**src/rtl/accbin_stream_if.sv**
```systemverilog
// Stream bundle for accbin_stream: partial-sum input beats in, binarised
// pixel beats out, both with valid/ready handshakes.
interface accbin_stream_if #(
  parameter int BW    = 8,
  parameter int TERMS = 5,
  parameter int LANES = 24,
  parameter int N_CH  = 18,
  parameter int N_PIX = 576
);
  localparam int CHW  = (N_CH > 1) ? $clog2(N_CH) : 1;
  localparam int GRPW = ((N_PIX / LANES) > 1) ? $clog2(N_PIX / LANES) : 1;

  logic                        in_valid;
  logic                        in_ready;
  logic [LANES*TERMS*BW-1:0]   in_data;
  logic                        out_valid;
  logic                        out_ready;
  logic [LANES-1:0]            out_bits;
  logic [CHW-1:0]              out_ch;
  logic [GRPW-1:0]             out_grp;
  logic                        out_last;

  // Producer / consumer side (drives input beats, accepts results)
  modport master (
    output in_valid, in_data, out_ready,
    input  in_ready, out_valid, out_bits, out_ch, out_grp, out_last
  );

  // Accumulate-and-binarise stage side
  modport slave (
    input  in_valid, in_data, out_ready,
    output in_ready, out_valid, out_bits, out_ch, out_grp, out_last
  );
endinterface

```
**src/rtl/accbin_stream.sv**
```systemverilog
// Time-multiplexed accumulate-and-binarise stage. Walks N_CH channels x
// N_PIX/LANES pixel groups per frame; each group accumulates ACC_BEATS input
// beats of TERMS signed terms per lane, adds the channel offset and emits the
// sign bit (sum >= 0 -> 1) per lane through a one-deep output register.
module accbin_stream #(
  parameter int BW        = 8,
  parameter int TERMS     = 5,
  parameter int LANES     = 24,
  parameter int N_CH      = 18,
  parameter int N_PIX     = 576,
  parameter int ACC_BEATS = 1,
  parameter int ACCW      = BW + $clog2(TERMS * ACC_BEATS) + 1
) (
  input  logic                                   clk,
  input  logic                                   rst,
  input  logic                                   start,
  input  logic                                   cfg_we,
  input  logic [((N_CH > 1) ? $clog2(N_CH) : 1)-1:0] cfg_addr,
  input  logic [ACCW-1:0]                        cfg_offset,
  accbin_stream_if.slave                         bus,
  output logic                                   busy,
  output logic                                   frame_done
);
  localparam int NGRP = N_PIX / LANES;
  localparam int DW   = LANES * TERMS * BW;
  localparam int CHW  = (N_CH > 1) ? $clog2(N_CH) : 1;
  localparam int GRPW = (NGRP > 1) ? $clog2(NGRP) : 1;
  localparam int BTW  = (ACC_BEATS > 1) ? $clog2(ACC_BEATS) : 1;

  localparam logic [1:0] S_IDLE  = 2'd0;
  localparam logic [1:0] S_RUN   = 2'd1;
  localparam logic [1:0] S_DRAIN = 2'd2;

  // Sign-extend one BW-bit term to accumulator width
  function automatic logic [ACCW-1:0] sext_term(input logic [BW-1:0] t);
    return {{(ACCW-BW){t[BW-1]}}, t};
  endfunction

  logic [1:0]      r_state;
  logic [BTW-1:0]  r_beat;
  logic [GRPW-1:0] r_grp;
  logic [CHW-1:0]  r_ch;
  logic [ACCW-1:0] r_acc    [LANES];
  logic [ACCW-1:0] r_offset [N_CH];
  logic            r_out_valid;
  logic [LANES-1:0] r_out_bits;
  logic [CHW-1:0]  r_out_ch;
  logic [GRPW-1:0] r_out_grp;
  logic            r_out_last;
  logic            r_frame_done;

  logic            w_in_ready;
  logic            w_accept;
  logic            w_out_fire;
  logic            w_beat_last;
  logic            w_grp_last;
  logic            w_ch_last;
  logic            w_cfg_hit;
  logic [ACCW-1:0] w_off;
  logic [ACCW-1:0] w_acc_next [LANES];
  logic [ACCW:0]   w_sum      [LANES];
  logic [LANES-1:0] w_bits;

  assign w_in_ready  = (r_state == S_RUN) && (!r_out_valid || bus.out_ready);
  assign w_accept    = w_in_ready && bus.in_valid;
  assign w_out_fire  = r_out_valid && bus.out_ready;
  assign w_beat_last = (r_beat == BTW'(ACC_BEATS - 1));
  assign w_grp_last  = (r_grp == GRPW'(NGRP - 1));
  assign w_ch_last   = (r_ch == CHW'(N_CH - 1));
  assign w_cfg_hit   = (r_state == S_IDLE) && cfg_we &&
                       ({1'b0, cfg_addr} < (CHW+1)'(N_CH));
  assign w_off       = r_offset[r_ch];

  assign bus.in_ready  = w_in_ready;
  assign bus.out_valid = r_out_valid;
  assign bus.out_bits  = r_out_bits;
  assign bus.out_ch    = r_out_ch;
  assign bus.out_grp   = r_out_grp;
  assign bus.out_last  = r_out_last;
  assign busy          = (r_state != S_IDLE);
  assign frame_done    = r_frame_done;

  // Per-lane running sum (restarts on beat 0) and offset-adjusted sign bit
  always_comb begin
    w_bits = {LANES{1'b0}};
    for (int l = 0; l < LANES; l++) begin
      if (r_beat == {BTW{1'b0}}) begin
        w_acc_next[l] = {ACCW{1'b0}};
      end else begin
        w_acc_next[l] = r_acc[l];
      end
      for (int t = 0; t < TERMS; t++) begin
        w_acc_next[l] = w_acc_next[l] +
                        sext_term(bus.in_data[DW-1-(l*TERMS+t)*BW -: BW]);
      end
      w_sum[l] = {w_acc_next[l][ACCW-1], w_acc_next[l]} + {w_off[ACCW-1], w_off};
      w_bits[LANES-1-l] = ~w_sum[l][ACCW];
    end
  end

  // Frame sequencing: beat innermost, then pixel group, then channel
  always_ff @(posedge clk) begin
    if (rst) begin
      r_state <= S_IDLE;
      r_beat  <= {BTW{1'b0}};
      r_grp   <= {GRPW{1'b0}};
      r_ch    <= {CHW{1'b0}};
    end else begin
      case (r_state)
        S_IDLE: begin
          if (start) begin
            r_state <= S_RUN;
            r_beat  <= {BTW{1'b0}};
            r_grp   <= {GRPW{1'b0}};
            r_ch    <= {CHW{1'b0}};
          end
        end
        S_RUN: begin
          if (w_accept) begin
            if (w_beat_last) begin
              r_beat <= {BTW{1'b0}};
              if (w_grp_last) begin
                r_grp <= {GRPW{1'b0}};
                if (w_ch_last) begin
                  r_ch    <= {CHW{1'b0}};
                  r_state <= S_DRAIN;
                end else begin
                  r_ch <= r_ch + CHW'(1);
                end
              end else begin
                r_grp <= r_grp + GRPW'(1);
              end
            end else begin
              r_beat <= r_beat + BTW'(1);
            end
          end
        end
        S_DRAIN: begin
          if (w_out_fire && r_out_last) begin
            r_state <= S_IDLE;
          end
        end
        default: r_state <= S_IDLE;
      endcase
    end
  end

  // Lane accumulators: cleared at frame start, updated on every accepted beat
  always_ff @(posedge clk) begin
    if (rst) begin
      for (int l = 0; l < LANES; l++) r_acc[l] <= {ACCW{1'b0}};
    end else if ((r_state == S_IDLE) && start) begin
      for (int l = 0; l < LANES; l++) r_acc[l] <= {ACCW{1'b0}};
    end else if (w_accept) begin
      for (int l = 0; l < LANES; l++) r_acc[l] <= w_acc_next[l];
    end
  end

  // Per-channel offset table, writable only while idle
  always_ff @(posedge clk) begin
    if (rst) begin
      for (int c = 0; c < N_CH; c++) r_offset[c] <= {ACCW{1'b0}};
    end else if (w_cfg_hit) begin
      r_offset[cfg_addr] <= cfg_offset;
    end
  end

  // Output register: loads on a group's final beat, may drain and refill at once
  always_ff @(posedge clk) begin
    if (rst) begin
      r_out_valid  <= 1'b0;
      r_out_bits   <= {LANES{1'b0}};
      r_out_ch     <= {CHW{1'b0}};
      r_out_grp    <= {GRPW{1'b0}};
      r_out_last   <= 1'b0;
      r_frame_done <= 1'b0;
    end else begin
      r_frame_done <= w_out_fire && r_out_last;
      if (w_accept && w_beat_last) begin
        r_out_valid <= 1'b1;
        r_out_bits  <= w_bits;
        r_out_ch    <= r_ch;
        r_out_grp   <= r_grp;
        r_out_last  <= w_ch_last && w_grp_last;
      end else if (w_out_fire) begin
        r_out_valid <= 1'b0;
        r_out_last  <= 1'b0;
      end
    end
  end
endmodule

```
**src/flat_wrapper.sv**
```systemverilog
// flat-port wrapper written by rule: the top's interface ports become plain ports
module accbin_stream_flat 
#(
  parameter int BW        = 8,
  parameter int TERMS     = 5,
  parameter int LANES     = 24,
  parameter int N_CH      = 18,
  parameter int N_PIX     = 576,
  parameter int ACC_BEATS = 1,
  parameter int ACCW      = BW + $clog2(TERMS * ACC_BEATS) + 1
)
  (clk, rst, start, cfg_we, cfg_addr, cfg_offset, busy, frame_done, bus_in_valid, bus_in_data, bus_out_ready, bus_in_ready, bus_out_valid, bus_out_bits, bus_out_ch, bus_out_grp, bus_out_last);
  accbin_stream_if #(.BW(BW), .TERMS(TERMS), .LANES(LANES), .N_CH(N_CH), .N_PIX(N_PIX)) bus_i ();
  input  logic clk;
  input  logic rst;
  input  logic start;
  input  logic cfg_we;
  input  logic [((N_CH > 1) ? $clog2(N_CH) : 1)-1:0] cfg_addr;
  input  logic [ACCW-1:0] cfg_offset;
  output logic busy;
  output logic frame_done;
  input wire logic [$bits(bus_i.in_valid)-1:0] bus_in_valid;
  input wire logic [$bits(bus_i.in_data)-1:0] bus_in_data;
  input wire logic [$bits(bus_i.out_ready)-1:0] bus_out_ready;
  output wire logic [$bits(bus_i.in_ready)-1:0] bus_in_ready;
  output wire logic [$bits(bus_i.out_valid)-1:0] bus_out_valid;
  output wire logic [$bits(bus_i.out_bits)-1:0] bus_out_bits;
  output wire logic [$bits(bus_i.out_ch)-1:0] bus_out_ch;
  output wire logic [$bits(bus_i.out_grp)-1:0] bus_out_grp;
  output wire logic [$bits(bus_i.out_last)-1:0] bus_out_last;
  assign bus_i.in_valid = bus_in_valid;
  assign bus_i.in_data = bus_in_data;
  assign bus_i.out_ready = bus_out_ready;
  assign bus_in_ready = bus_i.in_ready;
  assign bus_out_valid = bus_i.out_valid;
  assign bus_out_bits = bus_i.out_bits;
  assign bus_out_ch = bus_i.out_ch;
  assign bus_out_grp = bus_i.out_grp;
  assign bus_out_last = bus_i.out_last;
  accbin_stream #(.BW(BW), .TERMS(TERMS), .LANES(LANES), .N_CH(N_CH), .N_PIX(N_PIX), .ACC_BEATS(ACC_BEATS), .ACCW(ACCW)) u_core (.clk(clk), .rst(rst), .start(start), .cfg_we(cfg_we), .cfg_addr(cfg_addr), .cfg_offset(cfg_offset), .bus(bus_i), .busy(busy), .frame_done(frame_done));
endmodule
```
**config.mk**
```make
export PLATFORM = sky130hd
export DESIGN_NAME = accbin_stream_flat
export DESIGN_NICKNAME = d
export VERILOG_FILES = /design/src/rtl/accbin_stream_if.sv /design/src/rtl/accbin_stream.sv /design/src/flat_wrapper.sv
export SDC_FILE = /design/constraint.sdc
export NUM_CORES = 2
export LEC_CHECK = 0
export ABC_AREA = 1
export CORE_AREA = 5 5 394 396
export CTS_CLUSTER_SIZE = 10
export DETAILED_ROUTE_END_ITERATION = 8
export DIE_AREA = 0 0 399 401
export HOLD_SLACK_MARGIN = 0.06
export PLACE_DENSITY_LB_ADDON = 0.3
export RECOVER_POWER = 50
export SLEW_MARGIN = 10
export SYNTH_ARGS = -nofsm -noshare
export SYNTH_HDL_FRONTEND = slang
export SYNTH_SLANG_ARGS = --single-unit
```
**constraint.sdc**
```tcl
create_clock -name clk -period 5.1 [get_ports clk]
set_input_delay 0.765 -clock clk [delete_from_list [all_inputs] [get_ports clk]]
set_output_delay 0.765 -clock clk [all_outputs]
set_load 0.02 [all_outputs]
```
After elaboration in Yosys (flattened, before gate mapping)
Memory sizes are Yosys's and may differ from the RTL's. A register that Yosys moved wholly into a read port is not among the register bits.
Index checks and enable logic that the tools add are counted.
{ "word_totals": {"ff_bits": 50, "latchBits": 0, "mem_bits_rw": 504, "romBits": 0, "in_bits": 983, "elab_cells": 376, "n_memories": 2} }
{ "classes": {"n_addsub": 147, "mul": 0, "div": 0, "n_lt_le_gt_ge": 1, "eq_ne": 10, "shift": 0, "n_mux": 113, "bitwise_logic": 73, "n_reduce_logical": 20} }
{ "mem_list": {"columns": ["memory", "words", "width", "read_ports", "rd_ports_with_merged_regs", "write_ports", "line", "rtl"], "rows": [
  ["u_core.r_acc", 24, 12, 24, 0, 24, "accbin_stream.sv:43", "logic [ACCW-1:0] r_acc [LANES];"],
  ["u_core.r_offset", 18, 12, 1, 1, 18, "accbin_stream.sv:44", "logic [ACCW-1:0] r_offset [N_CH];"]
]} }
{ "op_table": {"columns": ["cell", "n"], "rows": [
  ["adder 12 bit", 120],
  ["2-to-1 mux 12 bit", 73],
  ["adder 12 x 12 -> 13 bit", 24],
  ["2-to-1 mux 5 bit", 11],
  ["OR 1 bit", 48],
  ["NOT 1 bit", 25],
  ["case mux 5 bit (2 select lines)", 2],
  ["2-to-1 mux 1 bit", 19],
  ["2-to-1 mux 2 bit", 6],
  ["OR reduction 12 bit", 1],
  ["adder 5 x 1 -> 5 bit, second input constant", 2],
  ["equality test 5 bit, second input constant", 2],
  ["logical AND 1 bit", 9],
  ["inequality test 2 x 1 -> 1 bit, second input constant", 4],
  ["case mux 2 bit (3 select lines)", 1],
  ["AND reduction 6 bit", 1],
  ["nonzero test 2 bit", 3],
  ["< comparator 5 bit, second input constant", 1],
  ["AND reduction 5 bit", 1],
  ["inequality test 2 bit, second input constant", 2],
  ["AND reduction 4 bit", 1],
  ["AND reduction 3 bit", 1],
  ["equality test 2 x 1 -> 1 bit, second input constant", 1],
  ["equality test 2 bit, second input constant", 1],
  ["other kinds (5)", 5]
]} }

Depth between registers and ports, before layout
{ "logic_depth": {"depth_word": 9, "depth_mapped": 28, "depth_no_buf": 28} }

Least setup slack after synthesis
Ideal clock, no wire load.
{ "synth_path": {"path_type": "input -> register", "startpoint": "input bus_in_data[642]", "endpoint": "register u_core.r_out_bits[16] (netlist: u_core.bus.out_bits[16])", "setup_ns": 0.109, "arrival_ns": 4.857, "slack_ns": 0.134, "stages": 26, "path_buffers": 0, "path_cell_list": "inv_1 > fa_1 > inv_1 > fa_1 > inv_1 > fa_1 > inv_1 > ha_1 > fa_1 > a21oi_1 > o21ai_0 > a21o_1 > a21oi_1 > nor2_1 > o21ai_0 > nand2_1 > xor2_1 > ha_1 > nand4_1 > nor2_1 > nor3_1 > nand2_1 > nand2_1 > nand3_1 > nand2_1 > inv_1"} }
{ "synth_between": {"elab_chain_cells": 3} }
{ "synth_lines": {"columns": ["element", "line", "rtl"], "rows": [
  ["from (decl)", "flat_wrapper.sv:23", "input wire logic [$bits(bus_i.in_data)-1:0] bus_in_data;"],
  ["adder 12 bit", "accbin_stream.sv:93", "w_acc_next[l] = w_acc_next[l] +"],
  ["adder 12 x 12 -> 13 bit", "accbin_stream.sv:96", "w_sum[l] = {w_acc_next[l][ACCW-1], w_acc_next[l]} + {w_off[ACCW-1], w_off};"],
  ["NOT 1 bit", "accbin_stream.sv:97", "w_bits[LANES-1-l] = ~w_sum[l][ACCW];"],
  ["to (signal assigned)", "accbin_stream.sv:172", "r_out_bits <= {LANES{1'b0}};"],
  ["to (signal assigned)", "accbin_stream.sv:181", "r_out_bits <= w_bits;"],
  ["to (decl)", "accbin_stream.sv:46", "logic [LANES-1:0] r_out_bits;"]
]} }
Every way passes these cells.
A chain may end at the register's enable or synchronous reset.

Final worst setup path
{ "layout_path": {"startpoint": "input bus_in_data[2]", "endpoint": "register u_core.r_out_bits[0] (netlist: u_core.bus.out_bits[0])"} }
The elaborated chain is that of the path after synthesis.

==> impl_metrics.tcl <==
set metrics [dict create \
    finalPower_mw 32.8 \
    crit_top_cell "nand2_1" \
    synthMuxAreaShare_pct 0 \
    power_leakage_nw 37.0 \
    drtAntennaViolNets 0 \
    p_sw_share_pct 45.1 \
    cts_hold_buf 0 \
    htree_levels 2 \
    synth-adder-area-share_pct 39.8 \
    drive_above_1_share_pct 9.21 \
    yosys.area.top_type "fa_1" \
    grt_overflow 0 \
    synth_xor_area_share_pct 2.74 \
    status "completed" \
    pwr-share-comb_pct 76.0 \
    ys_seq_area_share_pct 23.7 \
    fp.coreArea_um2 151000 \
    ctsLongestPathBuffers 3 \
    crit_family "adder cells" \
    yosysTopAreaCellShare_pct 23.4 \
    cts_buffers 54 \
    cp.arrival_ps 5460 \
    vias 44700 \
    cp.required_ps 5610 \
    synth_most_common_cell "inv_1" \
    drc 0 \
    wl_um 183000 \
    dp_hpwl_um 151000 \
    worstSkewPairLatency_ps 640 \
    grt_pass1_wl_um 273000 \
    ys_async_sr_fraction_pct 0 \
    synthCells 6175 \
    finalMaxSlewViolations 0 \
    fin_crit_sh_pct 96.9 \
    path_class "input pin to flop" \
    fin_ws_ps 156 \
    layout.cells.non_filler 9793 \
    vias_per_cell 4.56 \
    drt-pass1-iter-count 5 \
    maxCapViolCount 0 \
    ys_ff_latch 438 \
    synthSimpleGateAreaFrac_pct 10.1 \
    synth_top_family_by_area "adder cells" \
    crit_fanout 2 \
    die_h_um 401 \
    final_cell_area_um2 72400 \
    ios 1022 \
    drt_iter0_drc 2188 \
    fin_crit_ps 4940 \
    clk_pin_slew_ps 60 \
    place_inst 9650 \
    power_frac_seq_pct 12.8 \
    gp_congestion 0.946 \
    fin_tns_setup_ps 0 \
    cp-start-kind "input pin" \
    hp-class "flop to flop" \
    num_rows 143 \
    die-area_um2 160000 \
    post-place-ws_ps -690 \
    grt_pass1_vias 47000 \
    start_util_pct 35.3 \
    cp_num_buf_inv 6 \
    setup_viol 0 \
    p_int_mw 18.0 \
    ys_types 51 \
    yosysWarningCount 0 \
    routedWlPerCell_um 18.7 \
    cp-end-kind "flop" \
    dpl_cell_area_um2 69500 \
    synth_area_leaders "fa_1, edfxtp_1, ha_1" \
    avgSynthCellArea_um2 8.64 \
    hold_viol 0 \
    critical_path.max_stage_delay_ps 560 \
    p_per_area_nw_per_um2 453 \
    max_freq_ghz 0.202 \
    ys_top_cells_by_count "inv_1, ha_1, fa_1, nand2_1, nor2_1" \
    synthFlopType "edfxtp_1" \
    clock_sinks 438 \
    dieWidth_um 399 \
    io_buffers 1021 \
    grt_usage_pct 22.4 \
    synth_compound_gate_area_share_pct 8.11 \
    grt_max_degree 108 \
    final_nets 10000 \
    fin_skew_ps 32.6 \
    root_buffer "clkbuf_16" \
    antenna_found_initial 46 \
    syn-cell-area_um2 53300 \
    power_frac_clock_pct 11.2 \
    ir_drop_mv 0.273 \
    switchingPower_mw 14.8 \
    cts_tree "done" \
    slowest_stage "fa_1" \
    synth-edff-count 384 \
    worst_pin_slew_ps 1020 \
    grt_setup_unrepaired "yes" \
    slew_headroom_pct 32.0 \
    area_growth_pct 35.8 \
]
-- worst reg2reg max path: cells and delay by family (launching register included) --
family	cells	cell delay [ps]
compound gates	7	2010
buf+inv	3	910
flops	1	610
fa+ha+maj	1	330
simple gates	4	300
-- metal layers --
layer	up-vias	wire, um	track usage, %
met3	211	11700	3.93
met2	1225	92900	40.8
met4	22	5810	6.76
li1	21700	-	-
met5	-	149	0
met1	21500	72000	27.0
-- timing repair --
item / in CTS / in global routing
resized for setup: 3 / 270
buffers inserted: 0 / 24
endpoints found under the setup margin: 2 / 24
pin swaps: 0 / 215
cloned: 0 / 0
hold endpoints to repair: 0 / 0
-- path summary, 6_finish.rpt --
path	start	endpoint	slack (ps)	cells after the start
worst max-delay path	bus_in_data[2]	u_core.bus.out_bits[0]$_SDFFE_PP0P_	160	27
worst min-delay path	u_core.bus.out_ch[4]$_SDFFE_PP0P_	u_core.bus.out_ch[4]$_SDFFE_PP0P_	470	2
worst max register to register	flop	u_core.bus.out_bits[7]$_SDFFE_PP0P_	810	15
worst min register to register	u_core.bus.out_ch[4]$_SDFFE_PP0P_	u_core.bus.out_ch[4]$_SDFFE_PP0P_	470	2
-- final cells by class --
| class | instances | area (um2) |
|---|---|---|
| Antenna cell | 25 | 62.6 |
| Clock buffer | 82 | 1460 |
| Clock inverter | 13 | 206 |
| Fill cell | 14600 | 78800 |
| Inverter | 2075 | 7800 |
| Multi-Input combinational cell | 3702 | 34100 |
| Sequential cell | 438 | 12600 |
| Tap cell | 2030 | 2540 |
| Timing Repair Buffer | 1428 | 13600 |
-- cell families after synthesis --
| group | after synthesis |
|---|---|
| AOI/OAI and AO/OA | 734 |
| xor gates and xnor gates | 167 |
| adders and majority gates | 1323 |
| buffers and inverters | 2202 |
| other | 1 |
| and+or+nand+nor | 1310 |
| DFF | 438 |
-- metrics by stage --
step	hold slack (ps)	util (%)
after floorplan	467	-
after global placement	459	46.0
after detailed placement	460	46.0
after CTS	470	47.1
after global routing	505	47.9
final	467	47.9
-- cell usage in the layout (no fill, tap or decap), types with 40 or more instances in the layout --
cell                n
a21oi_1           175
a21oi_2            64
buf_4             384
clkbuf_16          54
clkdlybuf4s50_1   997
conb_1            168
dfxtp_1            52
edfxtp_1          384
fa_1              605
ha_1              657
inv_1            2035
nand2_1           599
nand3_1           174
nor2_1            446
o21ai_0           209
o221ai_1           40
o22ai_1            42
xnor2_1            98
xor2_1             65
-- state kept, by name, summed over array words and instances (netlist names), named ones only --
name,cells
u_core.r_ch,5
u_core.bus.out_bits,24
u_core.bus.out_last,1
u_core.bus.out_ch,5
u_core.r_offset,384
u_core.r_state,2
u_core.bus.out_valid,1
u_core.r_grp,5
u_core.bus.out_grp,5
u_core.frame_done,1
-- power groups by stage --
stage / Sequential, mW / Combinational, mW / Clock, mW
after CTS: 4.22 / 23.5 / 3.76
after global routing: 4.24 / 28.5 / 3.91
after detailed placement: 4.29 / 23.3 / 0
final: 4.22 / 24.9 / 3.67
after floorplan: 4.27 / 15.2 / 0
after global placement: 4.29 / 22.7 / 0
(Power assumes the default switching activity.)
